--- src/rtl/fetch_sequencer.sv ---
// rtl/fetch_sequencer.sv - RV32I fetch controller: one outstanding imem read, redirect/squash, decode handshake.
// Optional FETCH_MISALIGN_CHECK_EN: registered one-cycle misalign_err pulse on misaligned redirect targets.
module fetch_sequencer #(
    parameter logic [31:0] RESET_PC = 32'h0000_0000
) (
    input  logic        clk,
    input  logic        reset,
    output logic        imem_req_valid,
    input  logic        imem_req_ready,
    output logic [31:0] imem_req_addr,
    input  logic        imem_rsp_valid,
    input  logic [31:0] imem_rsp_data,
    input  logic        jump,
    input  logic [31:0] jump_target,
    input  logic        branch_taken,
    input  logic [31:0] branch_target,
    output logic        inst_valid,
    input  logic        inst_ready,
    output logic [31:0] inst_data,
    output logic [31:0] inst_pc,
    output logic        misalign_err
);
    typedef enum logic [1:0] {IDLE, REQ, WAIT, HOLD} state_t;

    state_t      state, state_n;
    logic [31:0] fetch_pc, fetch_pc_n;
    logic [31:0] out_addr, out_addr_n;
    logic        squash, squash_n;
    logic        inst_valid_n;
    logic [31:0] inst_data_n, inst_pc_n;

    logic        redir;
    logic [31:0] redir_sel;
    logic [31:0] redir_pc;
    logic        req_fire;

    // jump wins over branch_taken when both fire together
    assign redir     = jump | branch_taken;
    assign redir_sel = jump ? jump_target : branch_target;
    assign redir_pc  = redir_sel & 32'hFFFF_FFFC;

    assign imem_req_valid = (state == REQ);
    assign imem_req_addr  = fetch_pc;
    assign req_fire       = imem_req_valid & imem_req_ready;

    always_comb begin
        state_n      = state;
        fetch_pc_n   = fetch_pc;
        out_addr_n   = out_addr;
        squash_n     = squash;
        inst_valid_n = inst_valid;
        inst_data_n  = inst_data;
        inst_pc_n    = inst_pc;
        case (state)
            IDLE: begin
                state_n = REQ;
                if (redir) fetch_pc_n = redir_pc;
            end
            REQ: begin
                if (req_fire) begin
                    out_addr_n = fetch_pc;
                    fetch_pc_n = fetch_pc + 32'd4;
                    state_n    = WAIT;
                end
                if (redir) begin
                    fetch_pc_n = redir_pc;
                    if (req_fire) squash_n = 1'b1;
                end
            end
            WAIT: begin
                if (redir) begin
                    fetch_pc_n = redir_pc;
                    squash_n   = 1'b1;
                    // a coincident response belongs to the old path and is consumed here
                    if (imem_rsp_valid) begin
                        squash_n = 1'b0;
                        state_n  = REQ;
                    end
                end else if (imem_rsp_valid) begin
                    if (squash) begin
                        squash_n = 1'b0;
                        state_n  = REQ;
                    end else begin
                        inst_data_n  = imem_rsp_data;
                        inst_pc_n    = out_addr;
                        inst_valid_n = 1'b1;
                        state_n      = HOLD;
                    end
                end
            end
            HOLD: begin
                if (redir) begin
                    inst_valid_n = 1'b0;
                    fetch_pc_n   = redir_pc;
                    state_n      = REQ;
                end else if (inst_ready) begin
                    inst_valid_n = 1'b0;
                    state_n      = REQ;
                end
            end
            default: state_n = IDLE;
        endcase
    end

    always_ff @(posedge clk or negedge reset) begin
        if (!reset) begin
            state      <= IDLE;
            fetch_pc   <= RESET_PC;
            out_addr   <= 32'h0;
            squash     <= 1'b0;
            inst_valid <= 1'b0;
            inst_data  <= 32'h0;
            inst_pc    <= 32'h0;
        end else begin
            state      <= state_n;
            fetch_pc   <= fetch_pc_n;
            out_addr   <= out_addr_n;
            squash     <= squash_n;
            inst_valid <= inst_valid_n;
            inst_data  <= inst_data_n;
            inst_pc    <= inst_pc_n;
        end
    end

`ifdef FETCH_MISALIGN_CHECK_EN
    always_ff @(posedge clk or negedge reset) begin
        if (!reset) misalign_err <= 1'b0;
        else        misalign_err <= redir & (redir_sel[1:0] != 2'b00);
    end
`else
    assign misalign_err = 1'b0;
`endif
endmodule

--- config.mk ---
export PLATFORM = sky130hd
export DESIGN_NAME = fetch_sequencer
export DESIGN_NICKNAME = d
export VERILOG_FILES = /design/src/rtl/fetch_sequencer.sv
export SDC_FILE = /design/constraint.sdc
export NUM_CORES = 1
export LEC_CHECK = 0
export BUFFER_PORTS_ARGS = -buffer_cell sky130_fd_sc_hd__buf_2
export CORE_MARGIN = 10
export CORE_UTILIZATION = 45
export DETAILED_ROUTE_END_ITERATION = 6
export PLACE_DENSITY = 0.83
export SYNTH_ARGS = -nofsm -noshare
export SYNTH_HDL_FRONTEND = slang
export SYNTH_SLANG_ARGS = --single-unit
--- constraint.sdc ---
create_clock -name clk -period 2.8 [get_ports clk]
set_input_delay 0.42 -clock clk [delete_from_list [all_inputs] [get_ports clk]]
set_output_delay 0.42 -clock clk [all_outputs]
set_load 0.05 [all_outputs]
==> metrics, run 1 <==
Max Cap Viol 0; pin count of the biggest net entering global routing 65; placed cell areas 7050 um^2; Hold WC Path Type in -> async; total half-perimeter wirelength after legalization and detailed placement 13200 um; Fill cells roughly 1100; gate count after technology mapping 500; Residual DRC 0; Leak Pwr around 4 nW; netlist area before placement 5870 um^2; slack of the critical path about 0.3 ns; Critical Path Sink imem_req_addr[20]; x dimension of the die 134 um; standard cell core area 12700 um^2; Place WS ~0.40 ns; Rows 41; setup TNS 0 ns; Antenna Cells 0; Starting Density 0.463; final weighted congestion in routability-driven placement 0.889; clock root cell sky130_fd_sc_hd__clkbuf_16; fin area 7710 um^2; Top Metal Used met4; Critical Path Sink Type register; main flop type after synthesis sky130_fd_sc_hd__dfrtp_1; clock tree from TritonCTS done; worst-skew pair later-pin latency about 0.4 ns; first element of the critical path state[1]; clock-pin slew of the registers on the worst-case setup and hold paths roughly 0.060 ns; wire length of the first global-routing pass 28400 um; sequential share of the synthesized area 0.537; highest ir drop seen on vdd between 0.3 and 0.4 mV; CTS buffer count 17; worst-case hold slack -0.0149 ns; vias in the first global route 5264; buffers inserted during post-CTS setup optimization 0; worst endpoint required time 3.04 ns; depth of the CTS H-tree 4; RSZ-0062 raised after global routing false; post-synthesis cell type count 48; CTS Buffer Depth 2; R2R setup slack 0.30 ns; Worst setup SP type register; TritonCTS Sinks 126; number of buffers added on ports 192; worst-case headroom to the max-slew limit 0.470; DRT antenna net count 0; pin slew with the least headroom to its limit 0.792 ns; count of hold buffers inserted by post-cts repair 0; reg-to-reg endpoint imem_req_addr[20]; final wirelength between 15000 and 20000 um; Worst Clk Skew 0.00625 ns; count of nets after finishing roughly 800; count of yosys warnings during synthesis 0; Register-to-Register Path Depth 7; final hold viol count 12; status complete, but fails checks; floorplan die height 134 um; wire per inst between 20 and 25 um; count of final max-slew check failures 0; mean post-synth cell area 11.7 um^2; IO Pins 202; final clock period utilization by the worst path 0.893; iteration-0 DRC count of the detailed router roughly 440; Max Clock Freq 400 MHz; vias per std cell 5.50; failing checks negative hold slack; critical register-to-register path startpoint state[1]; post-synthesis async set-or-reset flop share 1.00; layout cells sized above 1 0.472; count of state elements after synthesis 126; total number of vias 4839; count of flip-flops with a built-in enable after synthesis 0; PwrDens 924 nW/um^2; Final setup violation count 0; antenna violations before repair 0; crit-path max FO 9; met1 wire length 6900 um; post-cts repair resize count 0; total die area 18000 um^2; GRT Overall Usage 0.197; Initial DRT Pass Iterations 6; Area Growth Syn to Fin 31.5%; Remaining Overflow, GRT 0; final critical path time including I/O delays and setup 2.50 ns; length of routed met3 wiring 1620 um; total met2 wirelength after detailed routing 8940 um; path type of the worst setup path reg -> reg; arrival time reported for the critical path endpoint 2.74 ns
[worst min-delay path by stage]
stage	startpoint	end	slack (ns)
global route	reset	inst_pc[17]	0.04
finish	reset	inst_pc[17]	-0.01
global placement	reset	inst_pc[20]	0.45
CTS	reset	inst_pc[17]	0.02
floorplan	reset	imem_req_addr[10]	0.12
detailed placement	reset	inst_pc[17]	0.46
[cells in the mapped netlist (2+ instances only)]
library cell	number	area, um^2
sky130_fd_sc_hd__buf_1	4	15.0
sky130_fd_sc_hd__mux2i_1	10	100
sky130_fd_sc_hd__and4_1	3	26.3
sky130_fd_sc_hd__and3_1	9	56.3
sky130_fd_sc_hd__nor2_1	25	93.8
sky130_fd_sc_hd__o22ai_1	3	18.8
sky130_fd_sc_hd__a21o_1	4	30.0
sky130_fd_sc_hd__o31ai_1	2	15.0
sky130_fd_sc_hd__nand4_1	4	25.0
sky130_fd_sc_hd__nand4b_1	2	17.5
sky130_fd_sc_hd__dfrtp_1	126	3150
sky130_fd_sc_hd__a211oi_1	13	97.6
sky130_fd_sc_hd__nor2b_1	7	43.8
sky130_fd_sc_hd__clkbuf_1	13	48.8
sky130_fd_sc_hd__buf_2	10	50.1
sky130_fd_sc_hd__a31oi_1	4	25.0
sky130_fd_sc_hd__a311oi_1	13	114
sky130_fd_sc_hd__a221oi_1	2	17.5
sky130_fd_sc_hd__and2_1	4	25.0
sky130_fd_sc_hd__nand2_1	32	120
sky130_fd_sc_hd__o21ai_0	21	105
sky130_fd_sc_hd__nor3_1	11	55.1
sky130_fd_sc_hd__buf_4	5	37.5
sky130_fd_sc_hd__a21oi_1	26	130
sky130_fd_sc_hd__inv_1	9	33.8
sky130_fd_sc_hd__mux2_2	93	1050
sky130_fd_sc_hd__nor4_2	2	25.0
sky130_fd_sc_hd__xnor2_1	4	35.0
sky130_fd_sc_hd__nand3_1	12	60.1
sky130_fd_sc_hd__o22a_1	4	35.0
sky130_fd_sc_hd__nor4_1	2	12.5
sky130_fd_sc_hd__ha_1	5	62.6
[layer usage]
| layer | vias to the layer above | global-route usage |
|---|---|---|
| li1 | 2230 | - |
| met1 | 2363 | 0.229 |
| met2 | 223 | 0.337 |
| met3 | 23 | 0.0605 |
| met4 | 0 | 0.0641 |
| met5 | - | 0 |
[logic make-up (layout without fill, tap and decap cells)]
logic type | Yosys count | after routing | synth area share
AOI/OAI and AO/OA | 99 | 99 | 0.110
xor gates and xnor gates | 4 | 4 | 0.00597
adders and majority gates | 5 | 5 | 0.0107
buffers and inverters | 41 | 245 | 0.0316
DFF | 126 | 126 | 0.537
muxes | 103 | 103 | 0.196
other | 1 | 5 | 0.000639
and+or+nand+nor | 121 | 121 | 0.108
[registers in the layout (all words and copies together), names as in the netlist]
register and cells:
out_addr 30, state 2, inst_data 32, inst_pc 30, squash 1, imem_req_addr 30, inst_valid 1
[where the power goes]
part,switching (W),leakage (nW),internal [W],total [W]
Combinational,0.00136,2.01,0.000707,0.00207
Sequential,0.000325,1.60,0.00223,0.00255
Clock,0.000838,0.313,0.00167,0.00251
[cells in the final DEF, fill, tap and decap left out, types with 5 or more instances in the layout]
master / count
sky130_fd_sc_hd__mux2i_1: 10
sky130_fd_sc_hd__buf_4: 10
sky130_fd_sc_hd__nand2_1: 32
sky130_fd_sc_hd__dfrtp_1: 126
sky130_fd_sc_hd__ha_1: 5
sky130_fd_sc_hd__inv_1: 9
sky130_fd_sc_hd__a21oi_1: 26
sky130_fd_sc_hd__buf_2: 191
sky130_fd_sc_hd__and3_1: 9
sky130_fd_sc_hd__mux2_2: 93
sky130_fd_sc_hd__a211oi_1: 13
sky130_fd_sc_hd__nor3_1: 11
sky130_fd_sc_hd__bufinv_16: 6
sky130_fd_sc_hd__nor2b_1: 7
sky130_fd_sc_hd__nand3_1: 12
sky130_fd_sc_hd__a311oi_1: 13
sky130_fd_sc_hd__conb_1: 5
sky130_fd_sc_hd__clkbuf_16: 17
sky130_fd_sc_hd__nor2_1: 25
sky130_fd_sc_hd__o21ai_0: 21
[layout make-up]
type / instances / area [um^2] / share of cell area
inverters: 9 / 33.8 / 0.00438
well taps: 172 / 215 / 0.0279
flip-flops and latches: 126 / 3150 / 0.409
repair buffers: 205 / 1100 / 0.143
clock inverters: 13 / 238 / 0.0308
clock buffers: 18 / 429 / 0.0556
multi-input cells: 337 / 2540 / 0.330
[critical path, cell delays in order, from the launching register on]
cell and delay [ns]:
sky130_fd_sc_hd__dfrtp_1 0.38, sky130_fd_sc_hd__inv_1 0.09, sky130_fd_sc_hd__ha_1 0.25, sky130_fd_sc_hd__nand2b_1 0.36
sky130_fd_sc_hd__nand2_1 0.30, sky130_fd_sc_hd__buf_4 0.24, sky130_fd_sc_hd__nor2_1 0.49, sky130_fd_sc_hd__a311oi_1 0.20
[per-stage QoR]
step / utilization / total power [W] / instances
final: 0.609 / 0.00713 / 880
after global routing: 0.609 / 0.00748 / 880
after CTS: 0.609 / 0.00718 / 880
after detailed placement: 0.556 / 0.00466 / 849
after global placement: 0.556 / 0.00456 / 849
after floorplan: - / 0.00399 / 504
(Power assumes the default switching activity.)
==> inputs of run 2 (changes only) <==
Settings changed: BUFFER_PORTS_ARGS -buffer_cell sky130_fd_sc_hd__buf_2 to unset, DONT_BUFFER_PORTS set to 1, PLACE_DENSITY 0.83 to 0.7.
==> run 2 against run 1 <==
The run still ends with negative hold slack left; register-to-register slack gained 0.24 ns; critical path type unchanged; largest power group unchanged; worst setup slack gained 0.24 ns; sequential cell count is the same; sequential power grew 12%; largest cell class unchanged; cell count shrank 20%; die area is the same; non-clock buffer count shrank 173; routed wire length shrank 5.5%; design area shrank 12%.
==> metrics, run 2 (synthesized netlist as in run 1, its figures left out) <==
Worst setup SP type register; Starting Density 0.463; path type of the worst setup path reg -> reg; CTS buffer count 17; status complete, but fails checks; vias in the first global route 4312; Remaining Overflow, GRT 0; post-cts repair resize count 0; Area Growth Syn to Fin 15.2%; buffers inserted during post-CTS setup optimization 0; standard cell core area 12700 um^2; layout cells sized above 1 0.300; iteration-0 DRC count of the detailed router 351; critical register-to-register path startpoint imem_req_addr[2]; Rows between 40 and 50; number of flip-flops in the largest register 32; wire length of the first global-routing pass 25600 um; Place WS 0.580 ns; R2R setup slack 0.54 ns; floorplan die height roughly 130 um; final weighted congestion in routability-driven placement 0.878; Final setup violation count 0; clock tree from TritonCTS done; final wirelength about 17000 um; DRT antenna net count 0; Hold WC Path Type in -> async; most common cell type on the critical path sky130_fd_sc_hd__a211oi_1; Register-to-Register Path Depth 6; Critical Path Slowest Stage Cell sky130_fd_sc_hd__nor4_2; Critical Path Sink Type register; highest ir drop seen on vdd 0.509 mV; most common cell after layout, fill and taps aside sky130_fd_sc_hd__dfrtp_1; worst-case hold slack -0.289 ns; crit-path max FO 6; final hold viol count 126; depth of the CTS H-tree 4; total number of vias between 4000 and 5000; TritonCTS Sinks 126; Non-Filler Instances 705; clock root cell sky130_fd_sc_hd__clkbuf_16; setup TNS 0 ns; Leak Pwr 3.11 nW; number of buffers added on ports 0; longest individual stage delay on the worst path 0.54 ns; worst-case headroom to the max-slew limit 0.533; Max Cap Viol 0; Residual DRC 0; slack of the critical path 0.539 ns; register with the most flip-flops inst_data; cell chain of the critical path ha_1 -> and3_1 -> nand3_1 -> nor4_2 -> a211oi_1 -> a211oi_1; wire per inst 23.8 um; IO Pins 202; GRT Overall Usage 0.183; fin area between 6000 and 7000 um^2; Fill cells 1114; PwrDens approximately 960 nW/um^2; failing checks negative hold slack; count of nets after finishing ~630; Antenna Cells 0; final clock period utilization by the worst path 0.807; arrival time reported for the critical path endpoint 2.56 ns; reg-to-reg endpoint imem_req_addr[30]; Cell Count Post-Placement 676; vias per std cell 5.99; count of final max-slew check failures 0; placed cell areas 6200 um^2; Worst Clk Skew 0.00756 ns; RSZ-0062 raised after global routing false; worst endpoint required time 3.10 ns; pin count of the biggest net entering global routing 127; Max Clock Freq around 440 MHz; antenna violations before repair 0; worst-skew pair later-pin latency 0.40 ns; total half-perimeter wirelength after legalization and detailed placement 12400 um; clock-pin slew of the registers on the worst-case setup and hold paths 0.05 ns; final critical path time including I/O delays and setup around 2.3 ns; Initial DRT Pass Iterations 5; commonest cells after routing, fill and taps aside sky130_fd_sc_hd__dfrtp_1 (126), sky130_fd_sc_hd__mux2_2 (93), sky130_fd_sc_hd__nand2_1 (31), sky130_fd_sc_hd__buf_4 (31), sky130_fd_sc_hd__a21oi_1 (26); CTS Buffer Depth 2; pin slew with the least headroom to its limit 0.697 ns; x dimension of the die between 100 and 150 um; total die area 18000 um^2
[run 2: cell count changes in the layout (fill, tap and decap cells not counted), moves of 3 or more]
cell	before	now
sky130_fd_sc_hd__bufinv_16	6	1
sky130_fd_sc_hd__clkbuf_8	0	5
sky130_fd_sc_hd__clkinv_2	0	3
sky130_fd_sc_hd__buf_4	10	31
sky130_fd_sc_hd__buf_2	191	0
[run 2: layout make-up]
| cell class | count | area [um^2] | share of cell area |
|---|---|---|---|
| Sequential cell | 126 | 3150 | 0.466 |
| Clock buffer | 23 | 498 | 0.0737 |
| Clock inverter | 6 | 60.1 | 0.00889 |
| Timing Repair Buffer | 32 | 253 | 0.0374 |
| Multi-Input combinational cell | 337 | 2550 | 0.377 |
| Inverter | 9 | 33.8 | 0.00500 |
| Tap cell | 172 | 215 | 0.0318 |
[run 2: per-stage QoR]
stage / hold WS, ns / power [W] / util
2_1_floorplan: 0.124 / 0.00399 / -
3_3_place_gp: 0.129 / 0.00442 / 0.489
3_5_place_dp: 0.129 / 0.00449 / 0.489
4_1_cts: -0.302 / 0.00657 / 0.533
5_1_grt: -0.315 / 0.00682 / 0.533
6_report: -0.289 / 0.00652 / 0.533
[run 2: worst max-delay path, delay by kind of cell (launching register included)]
| kind | cells | cell delay [ns] |
|---|---|---|
| flip-flops | 1 | 0.44 |
| adder cells (fa/ha/maj) | 1 | 0.22 |
| AO/OA/AOI/OAI | 2 | 0.41 |
| AND/OR/NAND/NOR | 3 | 1.09 |
[run 2: worst max-delay path by stage]
stage	startpoint	endpoint	slack [ns]	cells past startpoint
after floorplan	state[1]	imem_req_addr[5]	0.57	9
after global placement	imem_req_addr[21]	imem_req_addr[28]	0.63	4
after detailed placement	imem_req_addr[21]	imem_req_addr[28]	0.58	4
after CTS	state[1]	imem_req_addr[30]	0.55	6
after global routing	imem_req_addr[3]	imem_req_addr[30]	0.38	6
final	imem_req_addr[2]	imem_req_addr[30]	0.54	6
[run 2: power breakdown]
group | leakage [nW] | switching, W | internal [W] | total (W)
sequential | 1.60 | 0.000633 | 0.00222 | 0.00286
clock | 0.273 | 0.000744 | 0.00132 | 0.00206
combinational | 1.23 | 0.000964 | 0.000636 | 0.00160
total | 3.11 | 0.00234 | 0.00418 | 0.00652
[run 2: layer usage]
metal	share of wire	GRT usage	wire (um)
met3	0.11	0.0810	1790
met2	0.47	0.283	7960
met1	0.40	0.222	6740
met4	0.016	0.0605	273
met5	0	0	0
